--- src/rtl/gs_ddram_arbiter.sv ---
// Two byte-wide requesters (GS memory, preload path) sharing one 64-bit DDR3 port.
// Optional per-port read line caches with write-through: define GS_DDRAM_ARB_CACHE_EN.
module gs_ddram_arbiter #(
    parameter logic [28:0] BASE_ADDR = 29'h0600000,
    parameter logic        PRIO_A    = 1'b1
) (
    input  logic        clk_sys,
    input  logic        reset,
    input  logic [20:0] a_addr,
    input  logic [7:0]  a_din,
    input  logic        a_rd,
    input  logic        a_wr,
    output logic [7:0]  a_dout,
    output logic        a_ready,
    input  logic [20:0] b_addr,
    input  logic [7:0]  b_din,
    input  logic        b_rd,
    input  logic        b_wr,
    output logic [7:0]  b_dout,
    output logic        b_ready,
    input  logic        DDRAM_BUSY,
    output logic [28:0] DDRAM_ADDR,
    output logic [7:0]  DDRAM_BURSTCNT,
    output logic        DDRAM_RD,
    output logic        DDRAM_WE,
    output logic [63:0] DDRAM_DIN,
    output logic [7:0]  DDRAM_BE,
    input  logic [63:0] DDRAM_DOUT,
    input  logic        DDRAM_DOUT_READY
);
    typedef enum logic [1:0] {IDLE, RD, RWAIT, WR} state_t;
    state_t r_state, w_stateNext;

    logic [20:0] w_inAddr [2];
    logic [7:0]  w_inDin  [2];
    logic        w_inRd   [2];
    logic        w_inWr   [2];

    logic        r_rdPrev [2];
    logic        r_wrPrev [2];
    logic        r_pend   [2];
    logic        r_isWr   [2];
    logic        r_ready  [2];
    logic [20:0] r_addr   [2];
    logic [7:0]  r_din    [2];
    logic [7:0]  r_dout   [2];

    logic        r_gnt;
    logic        r_prioA;
    logic        r_ddrRd;
    logic        r_ddrWe;
    logic [28:0] r_ddrAddr;
    logic [63:0] r_ddrDin;
    logic [7:0]  r_ddrBe;

    logic        w_hit     [2];
    logic [7:0]  w_hitByte [2];
    logic        w_cand    [2];
    logic        w_grant;
    logic        w_grantPort;
    logic        w_rdDone;
    logic        w_wrDone;
    logic [2:0]  w_lane;
    logic [7:0]  w_rdByte;

    assign w_inAddr[0] = a_addr;
    assign w_inAddr[1] = b_addr;
    assign w_inDin[0]  = a_din;
    assign w_inDin[1]  = b_din;
    assign w_inRd[0]   = a_rd;
    assign w_inRd[1]   = b_rd;
    assign w_inWr[0]   = a_wr;
    assign w_inWr[1]   = b_wr;

    assign a_dout  = r_dout[0];
    assign a_ready = r_ready[0];
    assign b_dout  = r_dout[1];
    assign b_ready = r_ready[1];

    assign DDRAM_BURSTCNT = 8'd1;
    assign DDRAM_RD       = r_ddrRd;
    assign DDRAM_WE       = r_ddrWe;
    assign DDRAM_ADDR     = r_ddrAddr;
    assign DDRAM_DIN      = r_ddrDin;
    assign DDRAM_BE       = r_ddrBe;

    assign w_lane   = r_addr[r_gnt][2:0];
    assign w_rdByte = DDRAM_DOUT[{w_lane, 3'b000} +: 8];
    assign w_rdDone = (r_state == RWAIT) && DDRAM_DOUT_READY;
    assign w_wrDone = (r_state == WR) && !DDRAM_BUSY;

`ifdef GS_DDRAM_ARB_CACHE_EN
    logic        r_lineValid [2];
    logic [17:0] r_lineTag   [2];
    logic [63:0] r_line      [2];

    // A port already holding the DDR3 grant is never treated as a hit.
    always_comb begin
        for (int p = 0; p < 2; p++) begin
            w_hit[p] = r_pend[p] && !r_isWr[p] && r_lineValid[p]
                       && (r_lineTag[p] == r_addr[p][20:3])
                       && !((r_state != IDLE) && (r_gnt == 1'(p)));
            w_hitByte[p] = r_line[p][{r_addr[p][2:0], 3'b000} +: 8];
        end
    end

    always_ff @(posedge clk_sys or posedge reset) begin
        if (reset) begin
            for (int p = 0; p < 2; p++) begin
                r_lineValid[p] <= 1'b0;
                r_lineTag[p]   <= '0;
                r_line[p]      <= '0;
            end
        end else if (w_rdDone) begin
            r_lineValid[r_gnt] <= 1'b1;
            r_lineTag[r_gnt]   <= r_addr[r_gnt][20:3];
            r_line[r_gnt]      <= DDRAM_DOUT;
        end else if (w_wrDone) begin
            for (int p = 0; p < 2; p++) begin
                if (r_lineValid[p] && (r_lineTag[p] == r_addr[r_gnt][20:3]))
                    r_line[p][{w_lane, 3'b000} +: 8] <= r_din[r_gnt];
            end
        end
    end
`else
    always_comb begin
        for (int p = 0; p < 2; p++) begin
            w_hit[p]     = 1'b0;
            w_hitByte[p] = 8'h00;
        end
    end
`endif

    always_comb begin
        w_stateNext = r_state;
        w_grant     = 1'b0;
        w_grantPort = 1'b0;
        for (int p = 0; p < 2; p++)
            w_cand[p] = r_pend[p] && !w_hit[p];
        case (r_state)
            IDLE: begin
                if (w_cand[0] || w_cand[1]) begin
                    w_grant     = 1'b1;
                    w_grantPort = (w_cand[0] && w_cand[1]) ? !r_prioA : w_cand[1];
                    w_stateNext = r_isWr[w_grantPort] ? WR : RD;
                end
            end
            RD:      if (!DDRAM_BUSY) w_stateNext = RWAIT;
            RWAIT:   if (DDRAM_DOUT_READY) w_stateNext = IDLE;
            WR:      if (!DDRAM_BUSY) w_stateNext = IDLE;
            default: w_stateNext = IDLE;
        endcase
    end

    always_ff @(posedge clk_sys or posedge reset) begin
        if (reset) r_state <= IDLE;
        else       r_state <= w_stateNext;
    end

    // Strobes are registered so they drop asynchronously on reset.
    always_ff @(posedge clk_sys or posedge reset) begin
        if (reset) begin
            r_gnt     <= 1'b0;
            r_prioA   <= PRIO_A;
            r_ddrRd   <= 1'b0;
            r_ddrWe   <= 1'b0;
            r_ddrAddr <= '0;
            r_ddrDin  <= '0;
            r_ddrBe   <= '0;
        end else begin
            case (r_state)
                IDLE: begin
                    if (w_grant) begin
                        r_gnt     <= w_grantPort;
                        r_ddrAddr <= BASE_ADDR + {11'd0, r_addr[w_grantPort][20:3]};
                        if (w_cand[0] && w_cand[1])
                            r_prioA <= !r_prioA;
                        if (r_isWr[w_grantPort]) begin
                            r_ddrWe  <= 1'b1;
                            r_ddrDin <= {8{r_din[w_grantPort]}};
                            r_ddrBe  <= 8'h01 << r_addr[w_grantPort][2:0];
                        end else begin
                            r_ddrRd  <= 1'b1;
                        end
                    end
                end
                RD:      if (!DDRAM_BUSY) r_ddrRd <= 1'b0;
                WR:      if (!DDRAM_BUSY) r_ddrWe <= 1'b0;
                default: ;
            endcase
        end
    end

    always_ff @(posedge clk_sys or posedge reset) begin
        if (reset) begin
            for (int p = 0; p < 2; p++) begin
                r_rdPrev[p] <= 1'b0;
                r_wrPrev[p] <= 1'b0;
                r_pend[p]   <= 1'b0;
                r_isWr[p]   <= 1'b0;
                r_ready[p]  <= 1'b1;
                r_addr[p]   <= '0;
                r_din[p]    <= '0;
                r_dout[p]   <= '0;
            end
        end else begin
            for (int p = 0; p < 2; p++) begin
                r_rdPrev[p] <= w_inRd[p];
                r_wrPrev[p] <= w_inWr[p];
                if (!r_pend[p]) begin
                    if ((w_inRd[p] && !r_rdPrev[p]) || (w_inWr[p] && !r_wrPrev[p])) begin
                        r_addr[p]  <= w_inAddr[p];
                        r_din[p]   <= w_inDin[p];
                        r_isWr[p]  <= w_inWr[p] && !r_wrPrev[p];
                        r_pend[p]  <= 1'b1;
                        r_ready[p] <= 1'b0;
                    end
                end else if (w_hit[p]) begin
                    r_dout[p]  <= w_hitByte[p];
                    r_ready[p] <= 1'b1;
                    r_pend[p]  <= 1'b0;
                end else if ((r_gnt == 1'(p)) && (w_rdDone || w_wrDone)) begin
                    if (w_rdDone)
                        r_dout[p] <= w_rdByte;
                    r_ready[p] <= 1'b1;
                    r_pend[p]  <= 1'b0;
                end
            end
        end
    end
endmodule

--- config.mk ---
export PLATFORM = sky130hd
export DESIGN_NAME = gs_ddram_arbiter
export DESIGN_NICKNAME = d
export VERILOG_FILES = /design/src/rtl/gs_ddram_arbiter.sv
export SDC_FILE = /design/constraint.sdc
export NUM_CORES = 1
export LEC_CHECK = 0
export BUFFER_PORTS_ARGS = -buffer_cell sky130_fd_sc_hd__buf_4
export CAP_MARGIN = 20
export CORE_AREA = 4 4 116 140
export DETAILED_ROUTE_END_ITERATION = 10
export DIE_AREA = 0 0 120 144
export PLACE_DENSITY = 0.84
export SYNTH_ARGS = -nofsm -noshare
export SYNTH_HDL_FRONTEND = slang
export SYNTH_SLANG_ARGS = --single-unit
export TNS_END_PERCENT = 30
--- constraint.sdc ---
create_clock -name clk_sys -period 8.32 [get_ports clk_sys]
set_clock_uncertainty 0.15 [all_clocks]
set_input_delay 0.416 -clock clk_sys [delete_from_list [all_inputs] [get_ports clk_sys]]
set_output_delay 0.416 -clock clk_sys [all_outputs]
set_load 0.03 [all_outputs]
== Word level (Yosys, flattened, before mapping) ==
Index checks and enable logic that the tools add are counted.

* Output and inout port bits: 129
* Logic and storage cells: 129
* Register bits: 191
* Input bits: 130

* Add/sub/neg operators: 1
* Shift operators: 2
* Order comparisons: 3
* Reduce and logical (&&, ||, !) cells: 36
* Mux-type cells: 45
* Eq/ne operators: 12
* Bitwise gates (word level): 6

{| class="wikitable"
|+ Operators by type and width
! operator !! count
|-
| 64-bit by 7-bit indexed part select with 8-bit output || 1
|-
| 21-bit 2-to-1 mux || 3
|-
| 1-bit 2-to-1 mux || 28
|-
| 23-bit by 18-bit adder with 24-bit output, first input constant || 1
|-
| 8-bit 2-to-1 mux || 3
|-
| 2-bit inequality test, second input constant || 7
|-
| 3-bit AND reduction || 4
|-
| 4-bit AND reduction || 3
|-
| 2-bit 2-to-1 mux || 5
|-
| 2-bit AND reduction || 5
|-
| 1-bit logical AND || 9
|-
| 3-bit 2-to-1 mux || 3
|-
| 2-bit case mux with 4 select lines || 1
|-
| 2-bit nonzero test || 4
|-
| 1-bit by 3-bit << shifter with 8-bit output, first input constant || 1
|-
| 2-bit >= comparator, second input constant || 3
|-
| 1-bit zero test || 6
|-
| 1-bit NOT with 2-bit output || 3
|-
| 2-bit == test, second input constant || 2
|-
| 1-bit logical OR || 4
|-
| 2-bit by 1-bit inequality test with 1-bit output, second input constant || 2
|-
| 1-bit case mux with 2 select lines || 2
|-
| 1-bit NOT || 3
|-
| 2-bit by 1-bit == test with 1-bit output, second input constant || 1
|-
| 2-bit zero test || 1
|}

== Logic depth before layout (Yosys ltp) ==
Gate-level depths: netlist of run 1.

* Depth after elaboration: 11
* Depth in mapped cells: 8

== Least setup slack after synthesis of run 1 ==
No wires, ideal clock.

* Kind: register to register
* Start point: reg r_gnt
* End point: reg r_dout, in the netlist a_dout[0]
* Stages on the path, launching flop included: 8
* Setup slack: 6.398 ns
* Buffers on the path: 3
* Library setup time: 0.125 ns
* Data required time: 8.045 ns
* Data arrival time: 1.647 ns
* Cell sequence: dfrtp_1 > buf_6 > mux2_4 > buf_6 > buf_6 > o31ai_4 > o32ai_2 > mux2_2

* Cells in the longest elaborated chain, start to end: 5
* Elaborated cells between the ends (all ways): 8

{| class="wikitable"
|+ RTL lines
! what !! line !! source
|-
| start, declared || 48 || <nowiki>logic r_gnt;</nowiki>
|-
| start signal, assigned || 174 || <nowiki>r_gnt <= w_grantPort;</nowiki>
|-
| 1-bit NOT with 2-bit output (implied by the code) || 87 || <nowiki>assign w_lane = r_addr[r_gnt][2:0];</nowiki>
|-
| 3-bit 2-to-1 mux (implied by the code) (3 in series) || 87 ||
|-
| 64-bit by 7-bit indexed part select with 8-bit output || 88 || <nowiki>assign w_rdByte = DDRAM_DOUT[{w_lane, 3'b000} +: 8];</nowiki>
|-
| end signal, assigned by index || 219 || <nowiki>r_dout[p] <= w_hitByte[p];</nowiki>
|-
| end signal, assigned by index || 224 || <nowiki>r_dout[p] <= w_rdByte;</nowiki>
|-
| end, declared || 46 || <nowiki>logic [7:0] r_dout [2];</nowiki>
|}

Parallel ways exist; a longest one is shown, timed or not. The select of a mux whose other input is x is not followed.
A chain may end at the register's enable or synchronous reset.

== Worst setup path after layout of run 1 ==
* Start point: reg r_pend[0] in the netlist's numbering
* End point: reg r_ddrDin[61] (netlist: DDRAM_DIN[61])

* Cells in the longest elaborated chain, start to end: 9
* Elaborated cells between the ends (all ways): 15

{| class="wikitable"
|+ RTL lines
! what !! line !! source
|-
| start, declared || 41 || <nowiki>logic r_pend [2];</nowiki>
|-
| start signal, assigned by index || 199 || <nowiki>r_pend[p] <= 1'b0;</nowiki>
|-
| start signal, assigned by index || 215 || <nowiki>r_pend[p] <= 1'b1;</nowiki>
|-
| start signal, assigned by index || 221 || <nowiki>r_pend[p] <= 1'b0;</nowiki>
|-
| 1-bit logical AND || 144 || <nowiki>w_grantPort = (w_cand[0] && w_cand[1]) ? !r_prioA : w_cand[1];</nowiki>
|-
| 1-bit 2-to-1 mux || 144 ||
|-
| 1-bit 2-to-1 mux || 142 || <nowiki>if (w_cand[0] || w_cand[1]) begin</nowiki>
|-
| 1-bit 2-to-1 mux || 140 || <nowiki>case (r_state)</nowiki>
|-
| 1-bit NOT with 2-bit output (implied by the code) || 178, 180 ||
|-
| 1-bit 2-to-1 mux (implied by the code) (3 in series) || 178 || <nowiki>if (r_isWr[w_grantPort]) begin</nowiki>
|-
| 3-bit AND reduction (no line) || -- ||
|-
| end signal, assigned || 180 || <nowiki>r_ddrDin <= {8{r_din[w_grantPort]}};</nowiki>
|-
| end, declared || 53 || <nowiki>logic [63:0] r_ddrDin;</nowiki>
|}

Parallel ways exist; a longest one is shown, timed or not. The select of a mux whose other input is x is not followed.

==> impl_metrics.json, run 1 <==
{
  "status": "finished, final reports clean",
  "required_ns": 8.42,
  "grt_max_degree": 81,
  "gr-total-overflow": 0,
  "post_drt_via_cell_ratio": 5.09,
  "met1_usage_pct": 22.9,
  "worstHoldPathType": "input pin to flip-flop",
  "max-slew-margin-rel_pct": 33.6,
  "wl_mm": 17.4,
  "maxSlewViolCount": 0,
  "io_buffers": 241,
  "leakage_nw": 4.12,
  "post-cts-setup-buffer-count": 0,
  "synth_ff_type": "dfrtp_1",
  "area_delta_synth_final_pct": 32.4,
  "crit_chain": "a21bo_1 -> nor3_4 -> buf_4 -> mux2i_1 -> o21ai_0",
  "finalNetCount": 939,
  "numCtsBuffers": 17,
  "grt_pass1_wl_mm": 26.7,
  "reg2reg_depth": 5,
  "cts-htree-levels": 4,
  "worst_setup_path_start_kind": "flip-flop",
  "final_cell_mix": "246 x buf_4, 122 x dfrtp_1, 73 x mux2_2",
  "ff2ff_setup_slack_ns": 5.63,
  "drv_cap": 0,
  "die_w_um": 120,
  "ys_async_sr_fraction_pct": 100,
  "final-setup-viol-count": 0,
  "antenna_left": 0,
  "cts_sinks": 125,
  "yosysWarningCount": 0,
  "rows": 49,
  "antenna_cells": 0,
  "hpwl_mm": 12.4,
  "synth_edf_count": 0,
  "die-area_um2": 17300,
  "clock_latency_ns": 0.41,
  "path_clk_slew_ns": 0.05,
  "coreArea_um2": 14900,
  "start_util_pct": 44.4,
  "root_buffer": "clkbuf_16",
  "final_area_um2": 8750,
  "critPathMaxStageDelay_ns": 0.55,
  "synth_seq_cells": 125,
  "grt_pass1_vias": 5215,
  "cts_buffer_depth": 2,
  "whs_path_depth": 3,
  "critPathKind": "flip-flop to flip-flop",
  "path_max_fanout": 26,
  "layout_commonest_cell": "buf_4",
  "fin_crit_ns": 2.69,
  "hold_violations": 0,
  "use_met3_pct": 7.36,
  "grt_util_all_layers_pct": 19.6,
  "worstSetupEndpointType": "flip-flop",
  "via_count": 5227,
  "antenna_found_initial": 0,
  "fmaxAchievable_mhz": 371,
  "rsz0062_at_grt": "false",
  "tns_ns": 0,
  "drtPass1Iterations": 4,
  "cpMaxStageDelayCell": "dfrtp_1",
  "ir_worst_vdd_mv": 0.202,
  "dpl_cell_area_um2": 8010,
  "wl_per_cell_um": 16.9,
  "place_congestion": 0.801,
  "use_met2_pct": 32.9,
  "drcViolationCount": 0,
  "synth_area_um2": 6610,
  "synth.distinct_cells": 42,
  "dr.first_iter.drc_count": 436,
  "ys_seq_area_share_pct": 47.4,
  "power_density_nw_per_um2": 456,
  "fin_util_pct": 58.7,
  "synthCells": 637,
  "fin_crit_sh_pct": 32.4,
  "cts_tree": "yes",
  "worstPathArrival_ns": 2.79,
  "io_pins": 259,
  "worst_slew_pin_slew_ns": 0.994,
  "busiest_layer": "met2",
  "drive_gt1_share_pct": 44.9,
  "postSynthAreaPerCell_um2": 10.4,
  "die_h_um": 144
}
[cell families after synthesis]
| family | after synthesis | share of synthesized area [%] |
|---|---|---|
| compound gates | 158 | 15.7 |
| xor+xnor | 1 | 0.132 |
| buf+inv | 141 | 13.4 |
| flops | 125 | 47.4 |
| mux | 85 | 14.3 |
| other cells | 2 | 0.114 |
| simple gates | 125 | 8.93 |
[area by class of cell]
class	count	area, um2
multi-input cells	386	2670
inverters	26	100
flip-flops and latches	125	3130
well taps	204	255
clock buffers	23	478
repair buffers	253	1940
fillers	1250	6150
clock inverters	9	180
[final timing paths]
check | startpoint | end
max | r_pend[0] | DDRAM_DIN[61]
min | a_addr[1] | r_addr[22]
max reg2reg | r_pend[0] | DDRAM_DIN[61]
min reg2reg | DDRAM_ADDR[10] | DDRAM_ADDR[10]
max in group asynchronous | reset | b_ready
min in group asynchronous | reset | r_addr[7]
[power by group]
group          total (mW)  switching, mW  internal [mW]
Sequential           1.13          0.228          0.899
Combinational        2.05           1.24          0.812
Clock               0.817          0.260          0.557
[cells in the mapped netlist, types with 2 or more instances]
master | instances | area [um2]
o32ai_1 | 7 | 61.3
a21oi_1 | 31 | 155
nor3_1 | 9 | 45.0
o21a_1 | 2 | 15.0
nand3b_1 | 4 | 30.0
nand2b_1 | 21 | 131
conb_1 | 2 | 7.51
o22ai_1 | 37 | 231
a211oi_1 | 15 | 113
nand3_1 | 2 | 10.0
buf_4 | 78 | 586
o21ai_0 | 37 | 185
buf_6 | 5 | 56.3
mux2_2 | 73 | 822
nor2b_1 | 4 | 25.0
clkbuf_1 | 9 | 33.8
buf_2 | 21 | 105
inv_1 | 26 | 97.6
clkbuf_2 | 2 | 10.0
o31ai_2 | 6 | 75.1
dfrtp_1 | 122 | 3050
mux2i_1 | 11 | 110
o31ai_1 | 10 | 75.1
nor2_1 | 37 | 139
o31a_1 | 3 | 26.3
nand2_1 | 43 | 161
dfstp_2 | 3 | 78.8
a21o_1 | 3 | 22.5
[sequential cells by signal (all words and copies together), names as in the netlist]
register    count
DDRAM_ADDR     19
DDRAM_BE        8
DDRAM_DIN       8
DDRAM_RD        1
DDRAM_WE        1
a_dout          8
a_ready         1
b_dout          8
b_ready         1
r_addr         42
r_din          16
r_gnt           1
r_isWr          2
r_pend          2
r_prioA         1
r_rdPrev        2
r_state         2
r_wrPrev        2
[critical path, delay by kind of cell (launching register included)]
| family | cells | cell delay [ns] |
|---|---|---|
| AO/OA/AOI/OAI | 2 | 0.61 |
| flip-flops | 1 | 0.55 |
| AND/OR/NAND/NOR | 1 | 0.50 |
| buffers and inverters | 1 | 0.44 |
| multiplexers | 1 | 0.25 |
[what timing repair did]
action	4_1_cts	5_1_grt
hold buffers	5	0
endpoints found under the hold margin	47	0
resized for setup	0	0
[per-layer routing]
layer,vias up,wire length [um],part of all wire (%)
met3,39,1410,8.1
met2,224,8850,51
li1,2490,-,-
met5,-,0,0
met1,2474,6640,38
met4,0,462,2.7
[through the flow]
stage / instances / setup WS (ns) / hold slack, ns / power [mW]
after floorplan: 652 / 4.43 / 0.297 / 2.70
after global placement: 987 / 5.73 / 0.313 / 3.11
after detailed placement: 987 / 5.63 / 0.322 / 3.17
after CTS: 1024 / 5.60 / 0.0673 / 4.00
after global routing: 1026 / 5.38 / 0.0672 / 4.23
final: 1026 / 5.63 / 0.0872 / 3.99
Note: power is estimated with default switching activity, not from simulation.
==> inputs of run 2 (changes only) <==
--- a/config.mk
+++ b/config.mk
@@ -5,12 +5,13 @@
 export SDC_FILE = /design/constraint.sdc
 export NUM_CORES = 1
 export LEC_CHECK = 0
+export ABC_AREA = 1
 export BUFFER_PORTS_ARGS = -buffer_cell sky130_fd_sc_hd__buf_4
 export CAP_MARGIN = 20
 export CORE_AREA = 4 4 116 140
 export DETAILED_ROUTE_END_ITERATION = 10
 export DIE_AREA = 0 0 120 144
-export PLACE_DENSITY = 0.84
+export PLACE_DENSITY = 0.87
 export SYNTH_ARGS = -nofsm -noshare
 export SYNTH_HDL_FRONTEND = slang
 export SYNTH_SLANG_ARGS = --single-unit
==> constraint.sdc (replaced) <==
create_clock -name clk_sys -period 2.2 [get_ports clk_sys]
set_clock_uncertainty 0.15 [all_clocks]
set_input_delay 0.11 -clock clk_sys [delete_from_list [all_inputs] [get_ports clk_sys]]
set_output_delay 0.11 -clock clk_sys [all_outputs]
set_load 0.03 [all_outputs]
==> impl_metrics.json, run 2 <==
{
  "ff2ff_setup_slack_ns": 0.29,
  "drive_gt1_share_pct": 27.8,
  "power.total_mw": 14.3,
  "final-setup-viol-count": 0,
  "drv_cap": 0,
  "post-cts-setup-buffer-count": 0,
  "clock_power_share_pct": 19.6,
  "finalNonFillerCells": 1345,
  "root_buffer": "clkbuf_16",
  "cts_sinks": 125,
  "fin_crit_sh_pct": 86.7,
  "synth_area_leader_cell": "dfrtp_1",
  "crit_start": "r_gnt",
  "cpMaxStageDelayCell": "dfrtp_1",
  "cts_resized": 0,
  "p_int_mw": 7.63,
  "dr.first_iter.drc_count": 564,
  "die_w_um": 120,
  "antenna_found_initial": 1,
  "io_buffers": 241,
  "p_seq_share_pct": 28.7,
  "antenna_left": 0,
  "fin_ws_ns": 0.293,
  "cts_buffer_depth": 2,
  "crit_family": "simple AND/OR/NAND/NOR gates",
  "gr-total-overflow": 0,
  "r2r-end": "a_dout[1]",
  "via_count": 6524,
  "power_density_nw_per_um2": 1520,
  "area_delta_synth_final_pct": 42.3,
  "critical_path.endpoint": "a_dout[1]",
  "hpwl_mm": 13.9,
  "synthCells": 874,
  "crit-reg2reg-launch": "r_gnt",
  "layout_commonest_cell": "nand2_1",
  "crit_cells": 8,
  "place_congestion": 0.944,
  "p_switching_mw": 6.64,
  "maxSlewViolCount": 0,
  "ys_seq_area_share_pct": 47.6,
  "postSynthAreaPerCell_um2": 7.53,
  "fin_crit_ns": 1.91,
  "rows": 49,
  "grt_pass1_vias": 6389,
  "ys_async_sr_fraction_pct": 100,
  "cts_tree": "yes",
  "holdBufCountCts": 65,
  "synth_area_um2": 6580,
  "worst_path_most_repeated_cell": "nand3_1",
  "largest_register": "r_addr",
  "dp.cells": 1247,
  "fmaxAchievable_mhz": 524,
  "yosysWarningCount": 0,
  "status": "finished, final reports clean",
  "critPathKind": "flip-flop to flip-flop",
  "io_pins": 259,
  "path_clk_slew_ns": 0.06,
  "ys_top_cells_by_area": "dfrtp_1 46%, nand2_1 19%, buf_4 9.1%",
  "wl_mm": 20.2,
  "worst_slew_pin_slew_ns": 0.691,
  "reg2reg_depth": 8,
  "hold_ws_ns": 0.0257,
  "crit_chain": "buf_4 -> nand2_2 -> nand2_2 -> nand2_1 -> nand3_1 -> nand3_1 -> nand3_1 -> nand2_1",
  "grt_util_all_layers_pct": 22.9,
  "n_fill_cell": 1251,
  "leakage_nw": 5.20,
  "grt_max_degree": 126,
  "numCtsBuffers": 17,
  "synth_top_area_share_pct": 46.4,
  "synth_ff_type": "dfrtp_1",
  "wl_per_cell_um": 15.0,
  "drcViolationCount": 0,
  "start_util_pct": 44.2,
  "max-slew-margin-rel_pct": 53.9,
  "combPwrFrac_pct": 51.7,
  "grt_pass1_wl_mm": 31.6,
  "worstSetupEndpointType": "flip-flop",
  "clock_latency_ns": 0.40,
  "whs_path_depth": 7,
  "synth_top_cells_by_count": "335 x nand2_1, 122 x dfrtp_1, 102 x nand3_1",
  "finalNetCount": 1257,
  "tns_ns": 0,
  "path_max_fanout": 24,
  "largest_reg_flops": 42,
  "synth_seq_cells": 125,
  "worstPathArrival_ns": 2.04,
  "hold_violations": 0,
  "post_drt_via_cell_ratio": 4.85,
  "rsz0062_at_grt": "false",
  "critPathMaxStageDelay_ns": 0.49,
  "ir_worst_vdd_mv": 0.723,
  "required_ns": 2.33,
  "worstHoldPathType": "input pin to flip-flop",
  "crit_buf_inv": 1,
  "cts-htree-levels": 4,
  "coreArea_um2": 14900,
  "die_h_um": 144,
  "die-area_um2": 17300,
  "synth_edf_count": 0,
  "power.share.switching_pct": 46.5,
  "drtPass1Iterations": 5,
  "worst_setup_path_start_kind": "flip-flop",
  "yosysMostFrequentCell": "nand2_1",
  "final_cell_mix": "335 x nand2_1, 257 x buf_4, 122 x dfrtp_1",
  "place_ws_ns": 0.323,
  "synth.distinct_cells": 25
}
run 2: routing by layer:
metal	GRT usage (%)	part of all wire, %	routed length [um]
met1	25.8	36	7270
met2	41.1	52	10500
met3	5.52	8.5	1710
met4	11.0	3.5	708
met5	0	0	0
run 2: through the flow:
| stage | util (%) | instance area (um2) |
|---|---|---|
| finish | 62.9 | 9370 |
| global route | 62.9 | 9370 |
| CTS | 62.9 | 9370 |
| detailed placement | 54.5 | 8120 |
| global placement | 54.5 | 8120 |
| floorplan | - | 6640 |
run 2: kinds of logic (layout without fill, tap and decap cells):
| logic type | count (synthesis) | after routing | synth area share, % |
|---|---|---|---|
| DFF | 125 | 125 | 47.6 |
| AOI/OAI and AO/OA | 69 | 69 | 5.46 |
| buffers and inverters | 200 | 451 | 16.6 |
| other | 2 | 18 | 0.114 |
| and+or+nand+nor | 478 | 478 | 30.3 |
run 2: worst min path at each step:
| stage | to | slack (ns) | startpoint |
|---|---|---|---|
| final | b_dout[1] | 0.03 | DDRAM_DOUT[17] |
| after global routing | a_dout[4] | 0.06 | DDRAM_DOUT[28] |
| after CTS | b_dout[1] | 0.007 | DDRAM_DOUT[17] |
| after detailed placement | r_rdPrev[1] | 0.08 | a_rd |
| after global placement | r_rdPrev[1] | 0.08 | a_rd |
| after floorplan | r_rdPrev[0] | -0.009 | b_rd |
run 2: layout make-up:
type	count	area, um2	share of cell area (%)
sequential	125	3130	33.4
clock buffer	18	429	4.58
antenna	1	2.50	0.0267
multi-input combinational	564	2420	25.8
inverter	96	364	3.89
tap	204	255	2.72
timing repair buffer	323	2600	27.8
clock inverter	14	169	1.80
run 2: power by group through the flow:
stage                     clock (mW)  sequential [mW]  combinational (mW)
after floorplan                    0             4.65                4.72
after global placement             0             4.03                7.06
after detailed placement           0             4.07                7.25
after CTS                       2.86             4.06                7.34
after global routing            2.96             4.21                8.01
final                           2.80             4.10                7.37
run 2: worst min-delay path, cell delays in order:
cell	delay, ns
buf_4	0.07
inv_1	0.03
nand2_1	0.05
nand3_1	0.06
nand3_1	0.09
nand3_1	0.07
nand2_1	0.05
